File: src/rtl/hazard_unit_if.sv
// Pipeline hazard interface.
// Groups the pipeline-side signals seen by the hazard unit.
//   master : pipeline side. Drives register ids and hazard sources, and receives the
//            forwarding selects, stall/flush controls and performance counters.
//   slave  : hazard unit side (the reverse directions).
// Parameter CNT_W sets the width of the counters. It must match the hazard_unit instance.
interface hazard_unit_if #(
   parameter int unsigned CNT_W = 16
);
   // register ids
   logic [3:0]       Rs1D;
   logic [3:0]       Rs2D;
   logic [3:0]       Rs1E;
   logic [3:0]       Rs2E;
   logic [3:0]       RdE;
   logic [3:0]       RdM;
   logic [3:0]       RdW;
   // hazard sources
   logic [1:0]       resultSrcE;
   logic             regWriteM;
   logic             regWriteW;
   logic             PCSrcE;
   logic             memAccessM;
   logic             memReadyM;
   // controls back to the pipeline
   logic [1:0]       forwardAE;
   logic [1:0]       forwardBE;
   logic             stallF;
   logic             stallD;
   logic             stallE;
   logic             stallM;
   logic             flushD;
   logic             flushE;
   logic             flushW;
   logic             memErr;
   logic [CNT_W-1:0] stallCount;
   logic [CNT_W-1:0] flushCount;
   logic [CNT_W-1:0] lwCount;

   modport master (
      output Rs1D, Rs2D, Rs1E, Rs2E, RdE, RdM, RdW,
      output resultSrcE, regWriteM, regWriteW, PCSrcE, memAccessM, memReadyM,
      input  forwardAE, forwardBE, stallF, stallD, stallE, stallM,
      input  flushD, flushE, flushW, memErr, stallCount, flushCount, lwCount
   );

   modport slave (
      input  Rs1D, Rs2D, Rs1E, Rs2E, RdE, RdM, RdW,
      input  resultSrcE, regWriteM, regWriteW, PCSrcE, memAccessM, memReadyM,
      output forwardAE, forwardBE, stallF, stallD, stallE, stallM,
      output flushD, flushE, flushW, memErr, stallCount, flushCount, lwCount
   );
endinterface

File: src/rtl/hazard_unit.sv
// Hazard unit for the 16-bit five-stage core.
// This block produces the execute-stage operand forwarding selects. It also produces the
// F/D/E/M/W stall and flush controls for three cases: load-use hazards, taken branches,
// and data-memory wait states. A wait-state timeout FSM is included, together with
// saturating performance counters.
// Ports:
//   clk  : rising-edge clock
//   rst  : synchronous, active-low reset
//   bus  : hazard_unit_if.slave (register ids and hazard sources in; controls and counters out)
// All stall/flush/forward outputs are combinational from the current state and inputs.
// The memErr output and the counters are registered.
module hazard_unit #(
   parameter int unsigned CNT_W       = 16,
   parameter int unsigned MEM_TIMEOUT = 15
) (
   input logic           clk,
   input logic           rst,
   hazard_unit_if.slave  bus
);

   typedef enum logic [1:0] {StRun, StMemWait, StError} state_e;

   localparam logic [7:0]       TimeoutVal = 8'(MEM_TIMEOUT);
   localparam logic [CNT_W-1:0] CntOne     = {{(CNT_W-1){1'b0}}, 1'b1};

   state_e           state_q, state_d;
   logic [7:0]       wait_cnt_q, wait_cnt_d;
   logic             mem_err_q, mem_err_d;
   logic [CNT_W-1:0] stall_cnt_q, stall_cnt_d;
   logic [CNT_W-1:0] flush_cnt_q, flush_cnt_d;
   logic [CNT_W-1:0] lw_cnt_q, lw_cnt_d;

   logic             lw_haz;
   logic             hold;       // full pipeline freeze (memory wait or error)
   logic             run_rules;  // evaluate branch / load-use rules this cycle
   logic             ev_branch;
   logic             ev_lw;
   logic             stall_f;

   function automatic logic [1:0] fwd_sel(input logic [3:0] rs, input logic wr_m,
                                          input logic [3:0] rd_m, input logic wr_w,
                                          input logic [3:0] rd_w);
      logic [1:0] sel;
      sel = 2'b00;
      if (wr_m && (rd_m != 4'd0) && (rd_m == rs)) begin
         sel = 2'b10;
      end else if (wr_w && (rd_w != 4'd0) && (rd_w == rs)) begin
         sel = 2'b01;
      end
      return sel;
   endfunction

   function automatic logic [CNT_W-1:0] sat_inc(input logic [CNT_W-1:0] c, input logic en);
      logic [CNT_W-1:0] r;
      r = c;
      if (en && (c != {CNT_W{1'b1}})) begin
         r = c + CntOne;
      end
      return r;
   endfunction

   always_comb begin
      lw_haz = (bus.resultSrcE == 2'b01) && (bus.RdE != 4'd0) &&
               ((bus.RdE == bus.Rs1D) || (bus.RdE == bus.Rs2D));

      state_d    = state_q;
      wait_cnt_d = wait_cnt_q;
      mem_err_d  = mem_err_q;
      hold       = 1'b0;
      run_rules  = 1'b0;

      case (state_q)
         StRun: begin
            // Branch and load-use are held off here; E and D are frozen, so they persist.
            if (bus.memAccessM && !bus.memReadyM) begin
               hold       = 1'b1;
               state_d    = StMemWait;
               wait_cnt_d = 8'd1;
            end else begin
               run_rules = 1'b1;
            end
         end
         StMemWait: begin
            if (bus.memReadyM) begin
               run_rules  = 1'b1;
               state_d    = StRun;
               wait_cnt_d = 8'd0;
            end else begin
               hold = 1'b1;
               if (wait_cnt_q == TimeoutVal) begin
                  state_d   = StError;
                  mem_err_d = 1'b1;
               end else begin
                  wait_cnt_d = wait_cnt_q + 8'd1;
               end
            end
         end
         StError: begin
            hold      = 1'b1;
            mem_err_d = 1'b1;
         end
         default: begin
            state_d    = StRun;
            wait_cnt_d = 8'd0;
         end
      endcase

      // A taken branch squashes the instruction in D, so it overrides a load-use stall.
      ev_branch = run_rules && bus.PCSrcE;
      ev_lw     = run_rules && !bus.PCSrcE && lw_haz;
      stall_f   = rst && (hold || ev_lw);

      bus.forwardAE  = rst ? fwd_sel(bus.Rs1E, bus.regWriteM, bus.RdM, bus.regWriteW, bus.RdW)
                           : 2'b00;
      bus.forwardBE  = rst ? fwd_sel(bus.Rs2E, bus.regWriteM, bus.RdM, bus.regWriteW, bus.RdW)
                           : 2'b00;
      bus.stallF     = stall_f;
      bus.stallD     = stall_f;
      bus.stallE     = rst && hold;
      bus.stallM     = rst && hold;
      bus.flushD     = rst && ev_branch;
      bus.flushE     = rst && (ev_branch || ev_lw);
      bus.flushW     = rst && hold;
      bus.memErr     = mem_err_q;
      bus.stallCount = stall_cnt_q;
      bus.flushCount = flush_cnt_q;
      bus.lwCount    = lw_cnt_q;

      stall_cnt_d = sat_inc(stall_cnt_q, stall_f);
      flush_cnt_d = sat_inc(flush_cnt_q, ev_branch);
      lw_cnt_d    = sat_inc(lw_cnt_q, ev_lw);
   end

   always_ff @(posedge clk) begin
      if (!rst) begin
         state_q     <= StRun;
         wait_cnt_q  <= 8'd0;
         mem_err_q   <= 1'b0;
         stall_cnt_q <= '0;
         flush_cnt_q <= '0;
         lw_cnt_q    <= '0;
      end else begin
         state_q     <= state_d;
         wait_cnt_q  <= wait_cnt_d;
         mem_err_q   <= mem_err_d;
         stall_cnt_q <= stall_cnt_d;
         flush_cnt_q <= flush_cnt_d;
         lw_cnt_q    <= lw_cnt_d;
      end
   end

endmodule
File: src/flat_wrapper.sv
// flat-port wrapper written by rule: the top's interface ports become plain ports
module hazard_unit_flat 
#(
   parameter int unsigned CNT_W       = 16,
   parameter int unsigned MEM_TIMEOUT = 15
)
  (clk, rst, bus_Rs1D, bus_Rs2D, bus_Rs1E, bus_Rs2E, bus_RdE, bus_RdM, bus_RdW, bus_resultSrcE, bus_regWriteM, bus_regWriteW, bus_PCSrcE, bus_memAccessM, bus_memReadyM, bus_forwardAE, bus_forwardBE, bus_stallF, bus_stallD, bus_stallE, bus_stallM, bus_flushD, bus_flushE, bus_flushW, bus_memErr, bus_stallCount, bus_flushCount, bus_lwCount);
  hazard_unit_if #(.CNT_W(CNT_W)) bus_i ();
  input logic clk;
  input logic rst;
  input wire logic [$bits(bus_i.Rs1D)-1:0] bus_Rs1D;
  input wire logic [$bits(bus_i.Rs2D)-1:0] bus_Rs2D;
  input wire logic [$bits(bus_i.Rs1E)-1:0] bus_Rs1E;
  input wire logic [$bits(bus_i.Rs2E)-1:0] bus_Rs2E;
  input wire logic [$bits(bus_i.RdE)-1:0] bus_RdE;
  input wire logic [$bits(bus_i.RdM)-1:0] bus_RdM;
  input wire logic [$bits(bus_i.RdW)-1:0] bus_RdW;
  input wire logic [$bits(bus_i.resultSrcE)-1:0] bus_resultSrcE;
  input wire logic [$bits(bus_i.regWriteM)-1:0] bus_regWriteM;
  input wire logic [$bits(bus_i.regWriteW)-1:0] bus_regWriteW;
  input wire logic [$bits(bus_i.PCSrcE)-1:0] bus_PCSrcE;
  input wire logic [$bits(bus_i.memAccessM)-1:0] bus_memAccessM;
  input wire logic [$bits(bus_i.memReadyM)-1:0] bus_memReadyM;
  output wire logic [$bits(bus_i.forwardAE)-1:0] bus_forwardAE;
  output wire logic [$bits(bus_i.forwardBE)-1:0] bus_forwardBE;
  output wire logic [$bits(bus_i.stallF)-1:0] bus_stallF;
  output wire logic [$bits(bus_i.stallD)-1:0] bus_stallD;
  output wire logic [$bits(bus_i.stallE)-1:0] bus_stallE;
  output wire logic [$bits(bus_i.stallM)-1:0] bus_stallM;
  output wire logic [$bits(bus_i.flushD)-1:0] bus_flushD;
  output wire logic [$bits(bus_i.flushE)-1:0] bus_flushE;
  output wire logic [$bits(bus_i.flushW)-1:0] bus_flushW;
  output wire logic [$bits(bus_i.memErr)-1:0] bus_memErr;
  output wire logic [$bits(bus_i.stallCount)-1:0] bus_stallCount;
  output wire logic [$bits(bus_i.flushCount)-1:0] bus_flushCount;
  output wire logic [$bits(bus_i.lwCount)-1:0] bus_lwCount;
  assign bus_i.Rs1D = bus_Rs1D;
  assign bus_i.Rs2D = bus_Rs2D;
  assign bus_i.Rs1E = bus_Rs1E;
  assign bus_i.Rs2E = bus_Rs2E;
  assign bus_i.RdE = bus_RdE;
  assign bus_i.RdM = bus_RdM;
  assign bus_i.RdW = bus_RdW;
  assign bus_i.resultSrcE = bus_resultSrcE;
  assign bus_i.regWriteM = bus_regWriteM;
  assign bus_i.regWriteW = bus_regWriteW;
  assign bus_i.PCSrcE = bus_PCSrcE;
  assign bus_i.memAccessM = bus_memAccessM;
  assign bus_i.memReadyM = bus_memReadyM;
  assign bus_forwardAE = bus_i.forwardAE;
  assign bus_forwardBE = bus_i.forwardBE;
  assign bus_stallF = bus_i.stallF;
  assign bus_stallD = bus_i.stallD;
  assign bus_stallE = bus_i.stallE;
  assign bus_stallM = bus_i.stallM;
  assign bus_flushD = bus_i.flushD;
  assign bus_flushE = bus_i.flushE;
  assign bus_flushW = bus_i.flushW;
  assign bus_memErr = bus_i.memErr;
  assign bus_stallCount = bus_i.stallCount;
  assign bus_flushCount = bus_i.flushCount;
  assign bus_lwCount = bus_i.lwCount;
  hazard_unit #(.CNT_W(CNT_W), .MEM_TIMEOUT(MEM_TIMEOUT)) u_core (.clk(clk), .rst(rst), .bus(bus_i));
endmodule
File: config.mk
export PLATFORM = sky130hd
export DESIGN_NAME = hazard_unit_flat
export DESIGN_NICKNAME = d
export VERILOG_FILES = /design/src/rtl/hazard_unit_if.sv /design/src/rtl/hazard_unit.sv /design/src/flat_wrapper.sv
export SDC_FILE = /design/constraint.sdc
export NUM_CORES = 1
export LEC_CHECK = 0
export CAP_MARGIN = 20
export CORE_MARGIN = 5
export CORE_UTILIZATION = 45
export CTS_CLUSTER_DIAMETER = 200
export DETAILED_ROUTE_END_ITERATION = 12
export DONT_BUFFER_PORTS = 1
export PLACE_DENSITY = 0.71
export SLEW_MARGIN = 5
export SYNTH_ARGS = -nofsm -noshare
export SYNTH_HDL_FRONTEND = slang
export SYNTH_SLANG_ARGS = --single-unit
File: constraint.sdc
create_clock -name clk -period 2.1 [get_ports clk]
set_input_delay 0.21 -clock clk [delete_from_list [all_inputs] [get_ports clk]]
set_output_delay 0.21 -clock clk [all_outputs]
set_load 0.02 [all_outputs]
==> results of run 1 <==
## cell usage in the layout (no fill, tap or decap), types with 7 or more instances in the layout
cell type,synthesis,layout
or4_1,10,10
clkbuf_8,0,12
o211ai_1,7,7
a21oi_1,28,28
mux2i_1,15,15
nor3_1,7,7
dfxtp_1,59,59
o31ai_1,8,8
xnor2_1,23,23
inv_1,12,12
o21ai_0,20,20
buf_4,3,51
nor2_1,29,29
nand2_1,31,31
or3_1,11,11
nand3_1,22,22
nand4_1,13,13
and4_1,7,7
xor2_1,13,13
and3_1,7,7
## power breakdown
part,switching [W],leakage (nW),internal [W]
logic,0.000113,0.824,0.0000859
clock network,0.000443,0.104,0.000630
registers,0.0000136,0.476,0.00113
## through the flow
| step | worst slack, ns | util (%) | TNS, ns | hold slack, ns | instance area [um^2] |
|---|---|---|---|---|---|
| after global routing | 0.0159 | 54.1 | 0 | 0.00877 | 4120 |
| final | 0.119 | 54.1 | 0 | 0.0180 | 4120 |
| after floorplan | 0.0204 | - | 0 | 0.419 | 3450 |
| after global placement | -0.0222 | 50.6 | -0.0222 | 0.335 | 3850 |
| after detailed placement | -0.0346 | 50.6 | -0.0346 | 0.342 | 3850 |
| after CTS | 0.0766 | 53.8 | 0 | 0.00332 | 4090 |
## cell families (layout without fill, tap and decap cells)
group                    after synthesis  count (layout)  share of synthesized area, %
buffers and inverters                 31              80                          4.03
adder cells (fa/ha/maj)                4               4                          1.45
multiplexers                          15              15                          4.35
flip-flops                            59              59                          34.2
AO/OA/AOI/OAI                         95              95                          18.8
XOR/XNOR                              36              36                          9.14
AND/OR/NAND/NOR                      167             167                          28.0
## final timing paths
check / startpoint / end / slack, ns / depth (start not counted)
min: rst / u_core.bus.stallCount[7]$_SDFFE_PN0P_ / 0.02 / 2
max: u_core.state_q[0]$_SDFFE_PN0P_ / bus_stallD / 0.12 / 6
min reg2reg: u_core.wait_cnt_q[1]$_SDFFE_PN0P_ / u_core.wait_cnt_q[1]$_SDFFE_PN0P_ / 0.50 / 2
max reg2reg: u_core.bus.stallCount[0]$_SDFFE_PN0P_ / u_core.bus.stallCount[2]$_SDFFE_PN0P_ / 0.13 / 7
## what timing repair did
| action | in CTS | in global routing |
|---|---|---|
| resized for setup | 1 | 1 |
| buffers inserted | 3 | 3 |
| pin swaps | 1 | 1 |
| endpoints found under the setup margin | 5 | 4 |
| hold endpoints to repair | 2 | 0 |
| hold buffers | 1 | 0 |
## per-layer routing
layer  wire length, um  share of wire [%]
met5                 0                  0
met4               146                1.7
met3               860                9.9
met2              4180                 48
met1              3520                 40
## flip-flops by register name, indices dropped and copies added (netlist names)
signal	flops
u_core.bus.memErr	1
u_core.bus.lwCount	16
u_core.wait_cnt_q	8
u_core.state_q	2
u_core.bus.flushCount	16
u_core.bus.stallCount	16
## synthesized netlist by cell type, drive strengths merged, types with 2 or more instances
cell,number,area share (%)
nor4b,2,0.51
a211oi,10,2.9
or3,11,2.0
a21oi,28,4.1
nor4,8,2.8
ha,4,1.5
nor3b,4,1.0
o31ai,8,1.7
nor3,7,1.0
nand3b,2,0.44
o21ai,21,3.2
mux2i,15,4.4
buf,6,1.3
or3b,2,0.58
or4,10,2.2
o41ai,3,0.76
and4,7,1.8
a221oi,2,0.51
dfxtp,59,34
nor2,30,3.5
o211ai,9,2.2
nand4,13,2.4
o2111ai,4,1.0
and3,7,1.3
inv,12,1.3
xnor2,23,5.8
and2,3,0.54
clkbuf,13,1.5
nand2,31,3.4
xor2,13,3.3
o21a,2,0.44
a21o,3,0.65
nand2b,6,1.1
nand3,22,3.2
## area by class of cell
class | instances | area, um^2 | share of cell area, %
clock buffers | 12 | 165 | 4.01
multi-input cells | 317 | 2140 | 51.9
repair buffers | 54 | 424 | 10.3
inverters | 12 | 45.0 | 1.09
flip-flops and latches | 59 | 1180 | 28.7
well taps | 102 | 128 | 3.10
clock inverters | 2 | 35.0 | 0.851
==> summary.md, run 1 <==
| Metric | Value |
|---|---|
| Number of global-route vias before repair | 3,103 |
| Yosys Warn Count | 0 |
| Lkg Pwr | roughly 1.4 nW |
| Startpoint types | flip-flop |
| CTS max path bufs | 2 |
| Antenna violations before repair | 0 |
| Share of layout cells above drive strength 1 | 18.4% |
| Die Y | roughly 98 um |
| DR vias | 3,228 |
| DPL Wire Length | 6580 um |
| Post-synth EDFFs | 0 |
| Met2 Usage GRT | 30.5% |
| FILL cells | about 710 |
| Drt pass-1 iters | 4 |
| Residual DRC | 0 |
| Starting Density | a little under half |
| Ys flop type | dfxtp_1 |
| Data arrival, critical path | 1.77 ns |
| Die Wd | slightly below 100 um |
| Post-synth ARST share | 0% |
| Placer Congestion | 0.840 |
| Clock Skews | about 0.0071 ns |
| Final period util | a little over nine tenths |
| Cell variety after synth | 51 |
| Total power | 0.00242 W |
| Final hold violation count | 0 |
| Htree depth | 3 |
| Area growth syn-to-layout | 19.3% |
| Crit path max-delay family | compound AO/OA/AOI/OAI gates |
| PortBufs | 0 |
| Vias/cell | 5.78 |
| Largest net degree at the start of global routing | 29 |
| Clock transition at path regs | 0.07 ns |
| Crit Path Category | reg2out |
| GRT Overall Usage | 18.1% |
| Maximum VDD drop | 0.363 mV |
| Post-Syn Area | 3450 um^2 |
| Final Setup Violations | 0 |
| RSZ-0062 raised after global routing | false |
| Rel. slew slack | 60.0% |
| Antenna cells | 0 |
| CTS root buf | clkbuf_8 |
| Power Density | 587 nW/um^2 |
| Avg Inst Size Synth | 8.48 um^2 |
| Outcome | complete, no violations |
| Core area | between 7000 and 8000 um^2 |
| Io pins | 97 |
| Die area | roughly 9500 um^2 |
| Clock sinks | between 50 and 60 |
| CP cell instances | o21ba_2, nor4_4, buf_4, o211ai_4, nand2_1, buf_12 |
| Slowest-stage cell, CP | dfxtp_1 |
| Req. time, crit path | 1.89 ns |
| First-pass GRT wire length | between 10,000 and 15,000 um |
| Syn_nets | 448 |
| Global route hottest layer | met2 |
| Met1 Use GR | 20.8% |
| CTS tree | done |
| Drt total wl | 8700 um |
| Max_cap viols | 0 |
| Nets | 494 |
| Met3 usage in global routing | 6.60% |
| Routed WL per cell | 15.6 um |
| Initial DRC Count | 69 |
| Max stage delay on crit path | 0.31 ns |
| Post-synthesis register bit count | 59 |
| Non-filler cells, final | approximately 560 |
| CTS Buf Count | 9 |
| Dpl cells | 537 |
| ANT nets after route | 0 |
| Final min period | 1.98 ns |
| Cell Rows | 32 |
| CP Max Fanout | 16 |
| Sum of buffers and inverters on the critical path | 2 |
| Sequential area share after synthesis | about a third |
| Count of pins over their slew limit | 0 |
| Clock Latency Late Sink | 0.34 ns |
| Crit end category | primary output |
| Worst-Margin Slew | 0.599 ns |
| Final global-route overflow total | 0 |
| Mapped Cells | 407 |
| Hold Path Class | in2reg |
| Fmax | a little over 0.5 GHz |
No activity file was read; power rests on OpenSTA's default activity.
==> inputs of run 2 (changes only) <==
- CORE_UTILIZATION: 45 -> 60
- PLACE_DENSITY: 0.71 -> 0.87
==> run 2 against run 1 <==
First-iteration DRC count increased by 58%. Utilization increased by 19 points. Clock skew increased by 0.0021 ns. Combinational power increased by 5%. Total power decreased by 5.2%. Sequential share of layout area increased by 0.41 points. Via count increased by 3.4%. Wire length increased by 4.4%. Maximum frequency decreased by 0.37%. Largest power group unchanged.
==> summary.md, run 2 (synthesis gave the netlist of run 1 again) <==
| Metric | Value |
|---|---|
| Multi-input combinational cell area | 2140 um^2 (unchanged) |
| Placer Congestion | 0.836 (-0.55%) |
| CP cell instances | o21ba_2, nor4_4, o211ai_2, buf_4, nand2_2, buf_12 |
| Crit path max-delay family | compound AO/OA/AOI/OAI gates |
| ANT nets after route | 0 (unchanged) |
| Routed WL per cell | 17.1 um (+9.9%) |
| Final min period | 1.99 ns (+0.00743 ns) |
| FF-to-FF setup slack | 0.11 ns (-0.02 ns) |
| Area growth syn-to-layout | 17.8% |
| Htree depth | 3 (unchanged) |
| Cell Rows | 27 (-16%) |
| Fmax | 0.503 GHz (-0.37%) |
| CTS root buf | clkbuf_8 |
| Crit end category | primary output |
| Final setup TNS | 0 ns (unchanged) |
| Dpl cells | 513 (-4.5%) |
| Final hold violation count | 0 (unchanged) |
| Initial DRC Count | 109 (+58%) |
| Residual DRC | 0 (unchanged) |
| RSZ-0062 raised after global routing | false |
| Nets | 495 (+0.20%) |
| Outcome | complete, no violations |
| CP Launch Point | u_core.state_q[0]$_SDFFE_PN0P_ |
| Total power | 0.00229 W (-5.2%) |
| Vias/cell | 6.30 (+8.8%) |
| Final period util | 94.7% (+0.35 points) |
| Clock transition at path regs | 0.07 ns (about the same) |
| Share of layout cells above drive strength 1 | 19.2% (+0.79 points) |
| PortBufs | 0 (unchanged) |
| CTS max path bufs | 2 (unchanged) |
| Worst hold margin | 0.0214 ns (+0.00337 ns) |
| CP Max Fanout | 16 (unchanged) |
| Clock sinks | 59 (unchanged) |
| Io pins | 97 (unchanged) |
| Data arrival, critical path | 1.78 ns (about the same) |
| FILL cells | 419 (-41%) |
| Final instance area | 4060 um^2 (-1.3%) |
| Maximum VDD drop | 0.452 mV (+25%) |
| DPL Wire Length | 6610 um (+0.58%) |
| CP endpoint | bus_stallD |
| Req. time, crit path | 1.89 ns (about the same) |
| Starting Density | 62.3% (+17 points) |
| Area after DPL | 3860 um^2 (+0.20%) |
| Final global-route overflow total | 0 (unchanged) |
| CTS tree | done |
| CTS Buf Count | 9 (unchanged) |
| Max_cap viols | 0 (unchanged) |
| Lkg Pwr | 1.40 nW (-0.17%) |
| Worst r2r path cells | 6 (-1) |
| Worst-Margin Slew | 0.733 ns (+0.133 ns) |
| Drt total wl | 9090 um (+4.4%) |
| Sum of buffers and inverters on the critical path | 2 (unchanged) |
| Stages on the worst setup path | 6 (unchanged) |
| Clock Skews | 0.00925 ns (+0.00212 ns) |
| Final Setup Violations | 0 (unchanged) |
| Antenna violations before repair | 0 (unchanged) |
| Power Density | 564 nW/um^2 (-4.0%) |
| DR vias | 3,337 (+3.4%) |
| Commonest non-fill, non-tap cells in the layout | dfxtp_1, buf_4, nand2_1 |
| Clock Latency Late Sink | 0.33 ns (about the same) |
| Drt pass-1 iters | 4 (unchanged) |
| Die area | 7370 um^2 (-23%) |
| Hold Path Class | in2reg |
| RR Endpoint | u_core.bus.stallCount[0]$_SDFFE_PN0P_ |
| Leading cell type in the layout, fill and taps excluded | dfxtp_1 |
| Largest net degree at the start of global routing | 29 (unchanged) |
| Number of global-route vias before repair | 3,337 (+7.5%) |
| Crit Reg-Reg Startpoint | u_core.bus.stallCount[0]$_SDFFE_PN0P_ |
| Count of pins over their slew limit | 0 (unchanged) |
| Startpoint types | flip-flop |
| Crit Path Category | reg2out |
| Antenna cells | 0 (unchanged) |
| Slowest-stage cell, CP | dfxtp_1 |
| Max stage delay on crit path | 0.31 ns (about the same) |
| Core area | 5540 um^2 (-27%) |
| GRT Overall Usage | 24.7% (+6.6 points) |
| Die Y | 85.8 um (-12%) |
| First-pass GRT wire length | 14,800 um (+3.8%) |
| FF/Latch Area | 1180 um^2 (+0.11%) |
| Die Wd | 85.8 um (-12%) |
| Non-filler cells, final | 530 (-5.0%) |
| Rel. slew slack | 50.7% (-9.3 points) |
## run 2: through the flow
stage | worst slack (ns) | util (%)
after floorplan | 0.0204 | -
after global placement | 0.168 | 69.6
after detailed placement | 0.0749 | 69.6
after CTS | 0.0251 | 73.1
after global routing | 0.00877 | 73.3
final | 0.111 | 73.3
## run 2: routing by layer
metal	track usage, %	vias up	routed length [um]	share of wire [%]
met4	10.5	0	198	2.2
met3	9.03	17	858	9.4
met2	43.6	149	4430	49
met1	26.4	1562	3600	40
li1	-	1609	-	-
met5	0	-	0	0
## run 2: worst min-delay path by stage
stage | depth (start not counted) | slack [ns] | start | to
after floorplan | 3 | 0.42 | bus_memReadyM | u_core.state_q[0]$_SDFFE_PN0P_
after global placement | 1 | 0.34 | rst | u_core.bus.flushCount[4]$_SDFFE_PN0P_
after detailed placement | 1 | 0.34 | rst | u_core.bus.flushCount[4]$_SDFFE_PN0P_
after CTS | 2 | 0.007 | rst | u_core.bus.stallCount[5]$_SDFFE_PN0P_
after global routing | 2 | 0.01 | rst | u_core.bus.stallCount[5]$_SDFFE_PN0P_
final | 2 | 0.02 | rst | u_core.bus.stallCount[5]$_SDFFE_PN0P_
## run 2: worst reg2reg max path, stage by stage, from the launching register on
cell	delay, ns
dfxtp_1	0.34
ha_1	0.20
inv_1	0.08
or4_1	0.68
nor2_4	0.26
a21o_1	0.16
mux2i_1	0.19
## run 2: repair_timing
action,4_1_cts,5_1_grt
hold buffers,1,0
resized for setup,0,3
setup buffers,1,0
pin swaps,1,2
endpoints found under the hold margin,2,0
endpoints found under the setup margin,3,5
## run 2: where the power goes
part / switching (W) / internal, W / leakage [nW] / total (W)
Combinational: 0.000121 / 0.0000881 / 0.830 / 0.000209
Sequential: 0.00000874 / 0.00113 / 0.477 / 0.00114
Clock: 0.000427 / 0.000515 / 0.0953 / 0.000942
Total: 0.000557 / 0.00173 / 1.40 / 0.00229
## run 2: cell type report
type                            instances  area share, %
Clock inverter                          2          0.246
Multi-Input combinational cell        317           52.6
Inverter                               12           1.11
Tap cell                               72           2.22
Clock buffer                           13           4.16
Sequential cell                        59           29.1
Timing Repair Buffer                   55           10.5
